<file path="config.mk">
export PLATFORM = sky130hd
export DESIGN_NAME = color_lane_fifo_flat
export DESIGN_NICKNAME = d
export VERILOG_FILES = /design/src/rtl/color_lane_fifo_if.sv /design/src/rtl/color_lane_fifo.sv /design/src/flat_wrapper.sv
export SDC_FILE = /design/constraint.sdc
export NUM_CORES = 1
export LEC_CHECK = 0
export ABC_AREA = 1
export CAP_MARGIN = 20
export CORE_MARGIN = 2
export CORE_UTILIZATION = 50
export CTS_CLUSTER_SIZE = 12
export DETAILED_ROUTE_END_ITERATION = 10
export PLACE_DENSITY = 0.72
export REMOVE_ABC_BUFFERS = 1
export SYNTH_ARGS = -nofsm -noshare
export SYNTH_HDL_FRONTEND = slang
export SYNTH_SLANG_ARGS = --single-unit
</file>
<file path="constraint.sdc">
create_clock -name i_clk -period 5.2 [get_ports i_clk]
set_input_delay 1.04 -clock i_clk [delete_from_list [all_inputs] [get_ports i_clk]]
set_output_delay 1.04 -clock i_clk [all_outputs]
set_load 0.02 [all_outputs]
</file>
<file path="src/rtl/color_lane_fifo_if.sv">
`default_nettype none
// ============================================================================
// Module   : color_lane_fifo_if
// Brief    : Per-lane producer (blue) and consumer (black) valid/ready bus.
// Revision : 1.0 - initial release
// ============================================================================
interface color_lane_fifo_if #(
   parameter int N_LANE = 2,
   parameter int WIDTH  = 1
);
   logic [N_LANE*WIDTH-1:0] i_blue;
   logic [N_LANE-1:0]       i_blue_valid;
   logic [N_LANE-1:0]       o_blue_ready;
   logic [N_LANE*WIDTH-1:0] o_black;
   logic [N_LANE-1:0]       o_black_valid;
   logic [N_LANE-1:0]       i_black_ready;

   // Names are from the FIFO's point of view; the master drives the i_* side.
   modport master (
      output i_blue, i_blue_valid, i_black_ready,
      input  o_blue_ready, o_black, o_black_valid
   );

   modport slave (
      input  i_blue, i_blue_valid, i_black_ready,
      output o_blue_ready, o_black, o_black_valid
   );
endinterface
`default_nettype wire

</file>
<file path="src/rtl/color_lane_fifo.sv">
`default_nettype none
// ============================================================================
// Module   : color_lane_fifo
// Brief    : N_LANE independent show-ahead FIFOs with optional lockstep pop.
// Revision : 1.0 - initial release
// ============================================================================
module color_lane_fifo #(
   parameter int N_LANE   = 2,
   parameter int WIDTH    = 1,
   parameter int DEPTH    = 4,
   parameter int LOCKSTEP = 0
) (
   input  wire logic         i_clk,
   input  wire logic         i_rst_n,
   input  wire logic         i_red,
   color_lane_fifo_if.slave  bus,
   output logic              o_green,
   output logic              o_pink
);
   localparam int c_AW = $clog2(DEPTH);
   localparam int c_CW = $clog2(DEPTH + 1);
   localparam logic [c_AW-1:0] c_PTR_ONE = c_AW'(1);
   localparam logic [c_CW-1:0] c_CNT_ONE = c_CW'(1);
   localparam logic [c_CW-1:0] c_FULL    = c_CW'(DEPTH);

   logic [WIDTH-1:0] r_mem    [N_LANE][DEPTH];
   logic [c_AW-1:0]  r_wr_ptr [N_LANE];
   logic [c_AW-1:0]  r_rd_ptr [N_LANE];
   logic [c_CW-1:0]  r_count  [N_LANE];

   logic              w_live;
   logic [N_LANE-1:0] w_not_empty;
   logic [N_LANE-1:0] w_full;
   logic [N_LANE-1:0] w_ready;
   logic [N_LANE-1:0] w_valid;
   logic [N_LANE-1:0] w_push;
   logic [N_LANE-1:0] w_pop;

   // Handshakes are masked both by reset and by the global enable.
   assign w_live = i_rst_n & i_red;

   always_comb begin
      w_not_empty = '0;
      w_full      = '0;
      bus.o_black = '0;
      for (int n = 0; n < N_LANE; n++) begin
         w_not_empty[n] = (r_count[n] != '0);
         w_full[n]      = (r_count[n] == c_FULL);
         if (i_rst_n) begin
            bus.o_black[n*WIDTH +: WIDTH] = r_mem[n][r_rd_ptr[n]];
         end
      end
   end

   assign w_ready = {N_LANE{w_live}} & ~w_full;
   assign w_push  = bus.i_blue_valid & w_ready;

   generate
      if (LOCKSTEP != 0) begin : g_lockstep
         // All lanes present data together and pop all-or-none.
         assign w_valid = {N_LANE{w_live & (&w_not_empty)}};
         assign w_pop   = {N_LANE{(&w_valid) & (&bus.i_black_ready)}};
      end else begin : g_independent
         assign w_valid = {N_LANE{w_live}} & w_not_empty;
         assign w_pop   = w_valid & bus.i_black_ready;
      end
   endgenerate

   assign bus.o_blue_ready  = w_ready;
   assign bus.o_black_valid = w_valid;
   assign o_green = ~i_rst_n | ~(|w_not_empty);
   assign o_pink  = i_rst_n & (|w_full);

   always_ff @(posedge i_clk) begin
      if (!i_rst_n) begin
         for (int n = 0; n < N_LANE; n++) begin
            r_wr_ptr[n] <= '0;
            r_rd_ptr[n] <= '0;
            r_count[n]  <= '0;
            for (int i = 0; i < DEPTH; i++) begin
               r_mem[n][i] <= '0;
            end
         end
      end else begin
         for (int n = 0; n < N_LANE; n++) begin
            if (w_push[n]) begin
               r_mem[n][r_wr_ptr[n]] <= bus.i_blue[n*WIDTH +: WIDTH];
               r_wr_ptr[n]           <= r_wr_ptr[n] + c_PTR_ONE;
            end
            if (w_pop[n]) begin
               r_rd_ptr[n] <= r_rd_ptr[n] + c_PTR_ONE;
            end
            if (w_push[n] && !w_pop[n]) begin
               r_count[n] <= r_count[n] + c_CNT_ONE;
            end else if (!w_push[n] && w_pop[n]) begin
               r_count[n] <= r_count[n] - c_CNT_ONE;
            end
         end
      end
   end
endmodule
`default_nettype wire
</file>
<file path="src/flat_wrapper.sv">
// flat-port wrapper written by rule: the top's interface ports become plain ports
module color_lane_fifo_flat 
#(
   parameter int N_LANE   = 2,
   parameter int WIDTH    = 1,
   parameter int DEPTH    = 4,
   parameter int LOCKSTEP = 0
)
  (i_clk, i_rst_n, i_red, o_green, o_pink, bus_i_blue, bus_i_blue_valid, bus_i_black_ready, bus_o_blue_ready, bus_o_black, bus_o_black_valid);
  color_lane_fifo_if #(.N_LANE(N_LANE), .WIDTH(WIDTH)) bus_i ();
  input  wire logic i_clk;
  input  wire logic i_rst_n;
  input  wire logic i_red;
  output logic o_green;
  output logic o_pink;
  input wire logic [$bits(bus_i.i_blue)-1:0] bus_i_blue;
  input wire logic [$bits(bus_i.i_blue_valid)-1:0] bus_i_blue_valid;
  input wire logic [$bits(bus_i.i_black_ready)-1:0] bus_i_black_ready;
  output wire logic [$bits(bus_i.o_blue_ready)-1:0] bus_o_blue_ready;
  output wire logic [$bits(bus_i.o_black)-1:0] bus_o_black;
  output wire logic [$bits(bus_i.o_black_valid)-1:0] bus_o_black_valid;
  assign bus_i.i_blue = bus_i_blue;
  assign bus_i.i_blue_valid = bus_i_blue_valid;
  assign bus_i.i_black_ready = bus_i_black_ready;
  assign bus_o_blue_ready = bus_i.o_blue_ready;
  assign bus_o_black = bus_i.o_black;
  assign bus_o_black_valid = bus_i.o_black_valid;
  color_lane_fifo #(.N_LANE(N_LANE), .WIDTH(WIDTH), .DEPTH(DEPTH), .LOCKSTEP(LOCKSTEP)) u_core (.i_clk(i_clk), .i_rst_n(i_rst_n), .i_red(i_red), .bus(bus_i), .o_green(o_green), .o_pink(o_pink));
endmodule
</file>
==> results of run 1 <==
Yosys cell counts (2+ instances only):
| library cell | number | area [um^2] |
|---|---|---|
| nor2_2 | 2 | 12.5 |
| ha_1 | 11 | 138 |
| o21ai_0 | 13 | 65.1 |
| a21oi_1 | 6 | 30.0 |
| nor2_1 | 18 | 67.6 |
| nand3_2 | 2 | 20.0 |
| edfxtp_1 | 21 | 631 |
| nand2_4 | 4 | 45.0 |
| xor2_1 | 2 | 17.5 |
| inv_2 | 3 | 11.3 |
| nand2_1 | 29 | 109 |
| inv_1 | 36 | 135 |
| nand3_1 | 3 | 15.0 |
| nor3_1 | 7 | 35.0 |
final cells by class:
class | count | share of cell area
flip-flops and latches | 22 | 0.385
multi-input cells | 104 | 0.383
repair buffers | 16 | 0.0949
inverters | 40 | 0.0919
well taps | 31 | 0.0230
clock buffers | 4 | 0.0215
stage by stage:
stage	total power, uW	util	setup WS [ns]	hold WS (ns)
2_1_floorplan	301	-	2.71	0.456
3_3_place_gp	332	0.594	1.26	0.486
3_5_place_dp	336	0.594	1.23	0.498
4_1_cts	430	0.607	1.22	0.517
5_1_grt	454	0.607	1.12	0.567
6_report	427	0.607	1.20	0.517
worst register-to-register path, stage by stage (launching register included):
cell and delay (ns):
edfxtp_1 0.41, nor2_1 0.15, nand2_1 0.12, nand3_2 0.21, nand2_4 0.11, fa_1 0.38, xor2_1 0.18, inv_1 0.05
nand2_1 0.06, nand2_1 0.04, nand2_1 0.06, inv_1 0.04
power by group through the flow:
| stage | Sequential, uW | Clock, uW | Combinational [uW] |
|---|---|---|---|
| floorplan | 225 | 0 | 75.6 |
| global placement | 227 | 0 | 105 |
| detailed placement | 228 | 0 | 108 |
| CTS | 224 | 96.6 | 109 |
| global route | 226 | 105 | 123 |
| finish | 224 | 95.6 | 108 |
routing by layer:
metal  share of wire  vias up  wire [um]  track usage
li1                -      563          -            -
met1            0.46      500       1160        0.205
met2            0.50       17       1250        0.300
met3           0.031        2         78       0.0335
met4          0.0076        0         19       0.0299
met5               0        -          0            0
state kept, by name (all words and copies together) (netlist names):
name / count
u_core.r_mem: 8
u_core.r_count: 6
u_core.r_rd_ptr: 4
u_core.r_wr_ptr: 4
worst paths after layout:
check	startpoint	endpoint	slack, ns
min	u_core.r_mem[1][3]	u_core.r_mem[1][3]	0.52
min reg2reg	u_core.r_mem[1][3]	u_core.r_mem[1][3]	0.52
max	i_rst_n	o_pink	1.20
max reg2reg	u_core.r_count[0][1]	u_core.r_count[0][2]	3.16
cell families after synthesis:
group | share of synthesized area
AOI/OAI and AO/OA | 0.0756
xor gates and xnor gates | 0.0178
adders and majority gates | 0.107
buffers and inverters | 0.119
DFF | 0.442
and+or+nand+nor | 0.239
==> impl_metrics.json, run 1 <==
{
  "outcome": "completed",
  "final_area_um2": 1690,
  "power_density_nw_per_um2": 253,
  "drtAntennaViolNets": 0,
  "hold_path.class": "reg -> reg",
  "area_growth_pct": 14.6,
  "grt.overflow.total": 0,
  "cts_resized": 0,
  "htreeDepth": 1,
  "vdd_ir_drop_max_mv": 0.185,
  "layout.nets": 208,
  "grt_max_degree": 18,
  "die_w_um": 58.3,
  "crit_path_frequent_cell": "clkdlybuf4s50_1",
  "power.leakage_uw": 0.000789,
  "final_common_cell": "inv_1",
  "num_rows": 19,
  "end_kind": "output pin",
  "syn_avg_cell_area_um2": 8.71,
  "swShare": 0.303,
  "rsz0062_at_grt": "false",
  "die_h_um": 58.3,
  "async_reset_ff_frac": 0,
  "drtIter0Drc": 26,
  "antenna_found_initial": 0,
  "required_ns": 4.16,
  "firstDrtPassIters": 4,
  "vias_per_cell": 4.99,
  "finalSetupViolCount": 0,
  "worst_pin_slew_ns": 0.625,
  "synth_top_flop_cell": "edfxtp_1",
  "finalClockSkew_ns": 0.00637,
  "slowest_delay_ns": 0.87,
  "gp_congestion": 0.739,
  "nFillCells": 247,
  "relSlewSlack": 0.582,
  "maxCapViolations": 0,
  "path_max_fanout": 17,
  "post-route-min-period_ns": 4.00,
  "multi_input_area_um2": 647,
  "fin_crit_sh": 0.769,
  "syn_inst": 169,
  "wl_per_cell_um": 11.6,
  "syn_area_um2": 1470,
  "p_int_uw": 298,
  "dieArea_um2": 3400,
  "grt_use_total": 0.166,
  "slowest_stage": "clkdlybuf4s50_1",
  "grt_pass1_vias": 1053,
  "cts_made_buffers": 3,
  "postCtsSetupBuffers": 0,
  "grt_pass1_wl_mm": 4.37,
  "core-area_um2": 2780,
  "path_depth": 4,
  "cts-root-buf": "clkbuf_4",
  "worstHoldPathCells": 2,
  "ys_seq_elements": 22,
  "worstSetupPathType": "in -> out",
  "max_freq_ghz": 0.250,
  "reg2reg_depth": 11,
  "drive_gt1_frac": 0.108,
  "yosys_warnings": 0,
  "via_count": 1082,
  "p_comb_frac": 0.252,
  "cts_hold_buf": 0,
  "numClockSinks": 22,
  "placed_area_um2": 1650,
  "start_util": 0.529,
  "worstPathCellList": "clkdlybuf4s50_1 -> inv_1 -> a21oi_1 -> clkdlybuf4s50_1",
  "tns_ns": 0,
  "final_cell_mix": "inv_1 (36), nand2_1 (29), edfxtp_1 (21)",
  "drt-total-wl_mm": 2.51,
  "diodes": 0,
  "synth_cell_type_count": 26,
  "critPathLaunchType": "input port",
  "finalNonFillerCells": 217,
  "ys_seq_area_frac": 0.442,
  "synth_edf_count": 21,
  "hold_violations": 0,
  "switchingPower_uw": 129,
  "crit_family": "buffers and inverters",
  "clk_latency_ns": 0.30,
  "route.detailed.drc": 0,
  "seq_area_um2": 651,
  "seqPwrFrac": 0.525,
  "clk_pin_slew_ns": 0.13,
  "port_buffers": 16,
  "cts_tree": "done",
  "worst-path-buf-inv": 3,
  "boundaryPins": 17,
  "clkPwrFrac": 0.224,
  "clock_path_buffers": 2,
  "final-max-slew-violation-count": 0,
  "dpl.hpwl_mm": 2.03,
  "dp.cells": 213,
  "worstPathArrival_ns": 2.96
}
Power figures use the tool's default switching activity.
==> inputs of run 2 (changes only) <==
- PLACE_DENSITY: 0.72 -> 0.75
- clock period: 5.2 -> 3.62 ns (I/O delays scaled with it)
==> run 2 against run 1 <==
  * Design area increased by 0.44%
  * Final cell count increased by 0.46%
  * Non-clock buffer count increased by 1
  * Critical path depth unchanged
  * Hold slack got worse by 0.0036 ns
  * Via count increased by 1.7%
  * Die area unchanged
  * Sequential share of layout area decreased by 0.17 points
  * Highest routed layer unchanged
==> impl_metrics.json, run 2 (same netlist as run 1, synthesis figures left out) <==
{
  "clock_path_buffers": 2,
  "gp_congestion": 0.732,
  "via_count": 1100,
  "grt_util_met2": 0.329,
  "worst-path-buf-inv": 3,
  "r2r-end": "u_core.r_count[0][2]",
  "gr-max-usage-layer": "met2",
  "largest_register_ffs": 8,
  "end_kind": "output pin",
  "cts-root-buf": "clkbuf_4",
  "worstPathCellList": "clkdlybuf4s50_1 -> inv_1 -> a21oi_1 -> clkdlybuf4s50_1",
  "power.leakage_uw": 0.000793,
  "postCtsSetupBuffers": 0,
  "die_w_um": 58.3,
  "maxCapViolations": 0,
  "rsz0062_at_grt": "false",
  "met3_usage": 0.0313,
  "power_density_nw_per_um2": 366,
  "use_met1": 0.195,
  "worst_pin_slew_ns": 0.393,
  "drive_gt1_frac": 0.112,
  "cts_made_buffers": 3,
  "cts_hold_buf": 0,
  "finalPower_uw": 620,
  "max_freq_ghz": 0.324,
  "min_to": "u_core.r_mem[1][3]",
  "slowest_stage": "clkdlybuf4s50_1",
  "final_common_cell": "inv_1",
  "area_growth_pct": 15.1,
  "drtAntennaViolNets": 0,
  "required_ns": 2.90,
  "numClockSinks": 22,
  "hold_path.class": "reg -> reg",
  "post-route-min-period_ns": 3.09,
  "start_util": 0.529,
  "htreeDepth": 1,
  "final_cell_mix": "inv_1 (36), nand2_1 (29), edfxtp_1 (21)",
  "critPathLaunchType": "input port",
  "outcome": "completed",
  "worstHoldPathCells": 2,
  "fin_crit_sh": 0.853,
  "final-max-slew-violation-count": 0,
  "vdd_ir_drop_max_mv": 0.321,
  "grt_max_degree": 13,
  "dpl.hpwl_mm": 2.18,
  "num_rows": 19,
  "vias_per_cell": 5.05,
  "reg2reg_depth": 11,
  "relSlewSlack": 0.737,
  "hold_slack_ns": 0.513,
  "drtIter0Drc": 29,
  "firstDrtPassIters": 4,
  "cts_tree": "done",
  "drt-total-wl_mm": 2.64,
  "final_core_util": 0.610,
  "dieArea_um2": 3400,
  "clk_pin_slew_ns": 0.12,
  "path_max_fanout": 10,
  "finalNonFillerCells": 218,
  "grt_pass1_wl_mm": 4.53,
  "worstSetupPathType": "in -> out",
  "wl_per_cell_um": 12.1,
  "reg.largest.list": "u_core.r_mem (8), u_core.r_count (6)",
  "slowest_delay_ns": 0.71,
  "grt_use_total": 0.175,
  "port_buffers": 16,
  "crit_family": "buffers and inverters",
  "hp-start": "u_core.r_mem[1][3]",
  "r2r_slack_ns": 1.56,
  "route.detailed.drc": 0,
  "tns_ns": 0,
  "dp.cells": 214,
  "crit_path_frequent_cell": "clkdlybuf4s50_1",
  "die_h_um": 58.3,
  "core-area_um2": 2780,
  "diodes": 0,
  "worstPathArrival_ns": 2.37,
  "boundaryPins": 17,
  "cts_resized": 0,
  "hold_violations": 0,
  "clk_latency_ns": 0.31,
  "layout.nets": 209,
  "largest-register": "u_core.r_mem",
  "finalSetupViolCount": 0,
  "finalClockSkew_ns": 0.00387,
  "grt_pass1_vias": 1112,
  "antenna_found_initial": 0,
  "r2r_start": "u_core.r_count[0][1]",
  "grt.overflow.total": 0
}
[run 2: worst max-delay path by stage]
| stage | from | slack, ns | to | cells after the start |
|---|---|---|---|---|
| 6_report | i_rst_n | 0.53 | bus_o_black[0] | 4 |
| 5_1_grt | i_rst_n | 0.39 | bus_o_black[1] | 4 |
| 4_1_cts | i_rst_n | 0.50 | bus_o_black[0] | 4 |
| 3_5_place_dp | i_rst_n | 0.49 | bus_o_black[0] | 4 |
| 3_3_place_gp | i_rst_n | 0.52 | bus_o_black[0] | 4 |
| 2_1_floorplan | i_red | 1.49 | u_core.r_count[0][2] | 11 |
[run 2: where the power goes]
part           switching, uW  total [uW]  internal, uW
Sequential              17.2         322           305
Clock                   77.8         139          61.4
Combinational           95.5         158          62.8
Total                    191         620           429
[run 2: layout make-up]
cell class	count	area [um^2]
fill	251	1090
sequential	22	651
multi-input combinational	104	647
timing repair buffer	17	168
inverter	40	155
tap	31	38.8
clock buffer	4	36.3
[run 2: through the flow]
stage | instance area [um^2] | worst slack [ns]
after floorplan | 1450 | 1.49
after global placement | 1660 | 0.519
after detailed placement | 1660 | 0.494
after CTS | 1700 | 0.498
after global routing | 1700 | 0.388
final | 1700 | 0.531
[run 2: routing by layer]
layer | share of wire | vias up
met3 | 0.040 | 7
met4 | 0.019 | 0
met2 | 0.52 | 21
met5 | 0 | -
li1 | - | 563
met1 | 0.42 | 509
[run 2: tightest hold or removal path, cell delays in order (launching register included)]
cell and delay (ns):
dfxtp_1 0.34, nand3_1 0.07, o21ai_0 0.07
==> inputs of run 3 (changes only) <==
==> constraint.sdc (replaced) <==
create_clock -name i_clk -period 3.62 [get_ports i_clk]
set_input_delay 1.086 -clock i_clk [delete_from_list [all_inputs] [get_ports i_clk]]
set_output_delay 1.086 -clock i_clk [all_outputs]
set_load 0.02 [all_outputs]
==> run 3 against run 2 <==
  * Die area is the same
  * Routed wire length shrank 8.8%
  * Critical endpoint unchanged
  * Via count shrank 1.5%
  * Largest power group unchanged
==> impl_metrics.json, run 3 (same netlist as run 1, synthesis figures left out) <==
{
  "outcome": "completed",
  "start_util": 0.529,
  "cts_made_buffers": 3,
  "pre_cts_ws_ns": -0.0271,
  "die_h_um": 58.3,
  "wl_per_cell_um": 10.9,
  "clock_path_buffers": 2,
  "worstPathArrival_ns": 2.26,
  "worstSetupPathType": "in -> out",
  "antenna_found_initial": 0,
  "final_cell_mix": "inv_1 (36), nand2_1 (29), edfxtp_1 (21)",
  "layout.nets": 213,
  "dieArea_um2": 3400,
  "cts_hold_buf": 0,
  "finalClockSkew_ns": 0.000894,
  "reg.largest.list": "u_core.r_mem (8), u_core.r_count (6)",
  "diodes": 0,
  "drtAntennaViolNets": 0,
  "placed_area_um2": 1690,
  "maxCapViolations": 0,
  "grt_pass1_wl_mm": 4.17,
  "required_ns": 2.53,
  "clk_latency_ns": 0.31,
  "r2r-end": "u_core.r_count[0][2]",
  "grt_max_degree": 13,
  "end_kind": "output pin",
  "area_growth_pct": 18.0,
  "grt.overflow.total": 0,
  "cts-root-buf": "clkbuf_4",
  "vias_per_cell": 4.88,
  "route.detailed.drc": 0,
  "clk_pin_slew_ns": 0.12,
  "postCtsSetupBuffers": 0,
  "core-area_um2": 2780,
  "power.leakage_uw": 0.000905,
  "nFillCells": 227,
  "rsz0062_at_grt": "false",
  "cts_tree": "done",
  "path_max_fanout": 4,
  "numClockSinks": 22,
  "fin_crit_sh": 0.926,
  "hold_slack_ns": 0.498,
  "gp_congestion": 0.744,
  "reg2reg_depth": 11,
  "num_rows": 19,
  "critPathLaunchType": "input port",
  "max_freq_ghz": 0.298,
  "hold_path.class": "reg -> reg",
  "r2r_start": "u_core.r_count[0][0]",
  "die_w_um": 58.3,
  "grt_pass1_vias": 1030,
  "r2r_slack_ns": 1.58,
  "grt_use_total": 0.163,
  "worstHoldPathCells": 2,
  "relSlewSlack": 0.837,
  "vdd_ir_drop_max_mv": 0.315,
  "post-route-min-period_ns": 3.35,
  "firstDrtPassIters": 4,
  "min_to": "u_core.r_mem[1][3]",
  "worst_pin_slew_ns": 0.244,
  "power_density_nw_per_um2": 354,
  "setup_ws_ns": 0.269,
  "htreeDepth": 1,
  "port_buffers": 16,
  "via_count": 1084,
  "largest-register": "u_core.r_mem",
  "drive_gt1_frac": 0.131,
  "dp.cells": 218,
  "final_area_um2": 1740,
  "largest_register_ffs": 8,
  "finalSetupViolCount": 0,
  "hp-start": "u_core.r_mem[1][3]",
  "hold_violations": 0,
  "dpl.hpwl_mm": 1.94,
  "tns_ns": 0,
  "final_common_cell": "inv_1",
  "finalNonFillerCells": 222,
  "final-max-slew-violation-count": 0,
  "drt-total-wl_mm": 2.41,
  "boundaryPins": 17,
  "drtIter0Drc": 26
}
## run 3: cell types whose count changed in the layout (fill, tap and decap cells not counted), sizes merged
cell           before  now
clkdlybuf4s50      16    8
buf                 1    5
dlymetal6s2s        0    6
dlygate4sd2         0    2
## run 3: through the flow
stage | utilization | total power [uW]
after floorplan | - | 432
after CTS | 0.619 | 622
after global placement | 0.607 | 481
after detailed placement | 0.607 | 487
final | 0.625 | 616
after global routing | 0.625 | 653
## run 3: what timing repair did
action                     4_1_cts  5_1_grt
pin swaps                        0        0
setup endpoints to repair        2        6
gates resized for setup          2        6
## run 3: worst max-delay path, cell delays in order
cell and delay (ns):
clkdlybuf4s50_1 0.57, inv_1 0.12, a21oi_1 0.14, dlygate4sd2_1 0.35
## run 3: area by class of cell
class	instances	area, um^2	area share
clock buffers	4	36.3	0.0209
inverters	40	155	0.0893
multi-input cells	104	647	0.372
flip-flops and latches	22	651	0.374
well taps	31	38.8	0.0223
repair buffers	21	210	0.121
## run 3: per-layer routing
metal / up-vias / track usage / part of all wire
met5: - / 0 / 0
met4: 0 / 0.0698 / 0.019
met3: 5 / 0.0268 / 0.042
met2: 26 / 0.286 / 0.48
met1: 483 / 0.195 / 0.45
li1: 570 / - / -
## run 3: worst max-delay path by stage
stage | startpoint | endpoint | slack [ns] | cells after the start
4_1_cts | i_rst_n | bus_o_blue_ready[0] | 0.003 | 6
2_1_floorplan | i_red | bus_o_blue_ready[1] | 1.04 | 2
3_3_place_gp | i_rst_n | bus_o_black[0] | -0.03 | 4
3_5_place_dp | i_rst_n | bus_o_black[0] | -0.03 | 4
6_report | i_rst_n | bus_o_black[0] | 0.27 | 4
5_1_grt | i_rst_n | bus_o_black[0] | 0.19 | 4
## run 3: where the power goes
part / total (uW) / internal (uW) / switching, uW
combinational: 156 / 63.0 / 93.0
sequential: 321 / 305 / 16.1
clock: 138 / 61.5 / 76.9
total: 616 / 430 / 186
==> edit (settings of run 3) <==
`N_LANE` is set to 2 in 3 places; all go to 4.
--- a/src/rtl/color_lane_fifo_if.sv
+++ b/src/rtl/color_lane_fifo_if.sv
@@ -7,3 +7,3 @@
 interface color_lane_fifo_if #(
-   parameter int N_LANE = 2,
+   parameter int N_LANE = 4,
    parameter int WIDTH  = 1
--- a/src/rtl/color_lane_fifo.sv
+++ b/src/rtl/color_lane_fifo.sv
@@ -7,3 +7,3 @@
 module color_lane_fifo #(
-   parameter int N_LANE   = 2,
+   parameter int N_LANE   = 4,
    parameter int WIDTH    = 1,
--- a/src/flat_wrapper.sv
+++ b/src/flat_wrapper.sv
@@ -3,3 +3,3 @@
 #(
-   parameter int N_LANE   = 2,
+   parameter int N_LANE   = 4,
    parameter int WIDTH    = 1,
Interface: changed (6 resized); port bits go from 17 to 29. No check against the original RTL was run, so the function may have changed too.
==> edit against run 3 <==
- total power is 89% higher
- sequential cell count is 22 higher
- setup slack got worse by 0.10 ns
- routed wire length grew 100%
- non-clock buffer count is 19 higher
- count of clock-buffer cells in the layout up 2
- register-to-register slack worse by 0.38 ns
- clock power up 110%
- clock skew grew 0.0052 ns
- final area up 84%
- sequential power up 95%
- critical path type unchanged
- area after synthesis grew 82%
==> edit: results (changes against run 3) <==
- Post-CTS resize count: 10 (+8)
- # H-tree levels: 2 (+1)
- R2R depth: 9 (-2)
- Routability Congestion: 0.754 (+1.3%)
- DP Wirelength: 3980 um (+110%)
- Power per standard cell area: 364 nW/um^2 (+2.9%)
- Layout cells sized above 1: 0.126 (-0.00516)
- Crit path arrival time: 2.37 ns (+0.11 ns)
- Root Buffer: clkbuf_8
- Synth warnings: 0 (unchanged)
- Post-synthesis cell type count: 30 (+15%)
- Critical Path Fanout Max: 7 (+3)
- Switching Fraction: 0.287 (-0.0154)
- Peak VDD IR: 246 uV (-22%)
- Hold Startpoint: u_core.r_mem[3][0]
- Largest registers: u_core.r_mem (16), u_core.r_count (12)
- Vias in the first global route: 1,928 (+87%)
- Power Clock: 0.285 mW (+110%)
- Combinational power share: 0.218 (-0.035)
- IO buf count: 28 (+12)
- M3 GR Usage: 0.0294 (+0.00263)
- Met2 wire length: 2460 um (+110%)
- Clock skew: 0.00611 ns (+0.00522 ns)
- Setup slack, reg-to-reg: 1.20 ns (-0.38 ns)
- Area share of fa/ha/maj cells after synthesis: 0.111 (+0.00396)
- Met3 WL post-DR: 130 um (+27%)
- Met1 Routed Length: 2160 um (+97%)
- Outcome: complete, no violations
- First-pass GRT wire length: 8420 um (+100%)
- Worst hold slack: 0.465 ns (-0.0331 ns)
- Worst-margin pin slew: 0.510 ns (+0.266 ns)
- Commonest cells post-synth: 53 x inv_1, 43 x nand2_1, 43 x nor2_1
- Destination of the worst hold path: u_core.r_mem[3][0]
- Clock slew at reported path FFs: 0.07 ns (-0.05 ns)
- Iteration-0 DRC count of the detailed router: 78 (+200%)
- Worst-Skew Late Latency: 0.29 ns (-0.02 ns)
- EDFF count, synth: 37 (+76%)
- Static leakage: 1.45 nW (+60%)
- CTS buffer count: 5 (+2)
- Routed wire length: 4820 um (+100%)
- Post-synthesis compound-gate area fraction: 0.0975 (+0.0219)
- Final #Nets: 379 (+78%)
- Synth area leaders: edfxtp_1 41%, ha_1 8.9%, inv_1 7.4%
## edit: layout make-up
cell class                      instances  area share
Clock buffer                            6      0.0227
Clock inverter                          1     0.00156
Inverter                               58      0.0688
Multi-Input combinational cell        193       0.373
Sequential cell                        44       0.391
Tap cell                               70      0.0274
Timing Repair Buffer                   40       0.115
## edit: through the flow
stage	instances	setup WS, ns	area [um^2]
CTS	412	0.00382	3190
finish	412	0.168	3200
detailed placement	405	-0.202	3120
global route	412	0.0884	3200
global placement	405	-0.179	3120
floorplan	295	0.792	2670
## edit: worst max path at each step
stage,from,to,depth (start not counted)
final,i_rst_n,o_pink,4
after global routing,i_rst_n,o_pink,4
after CTS,i_red,bus_o_black_valid[3],4
after detailed placement,i_rst_n,o_pink,4
after global placement,i_rst_n,o_pink,4
after floorplan,i_red,u_core.r_count[0][2],9
## edit: critical path: stages
cell             delay, ns
dlygate4sd2_1         0.33
inv_2                 0.16
a21oi_1               0.16
clkdlybuf4s50_1       0.63
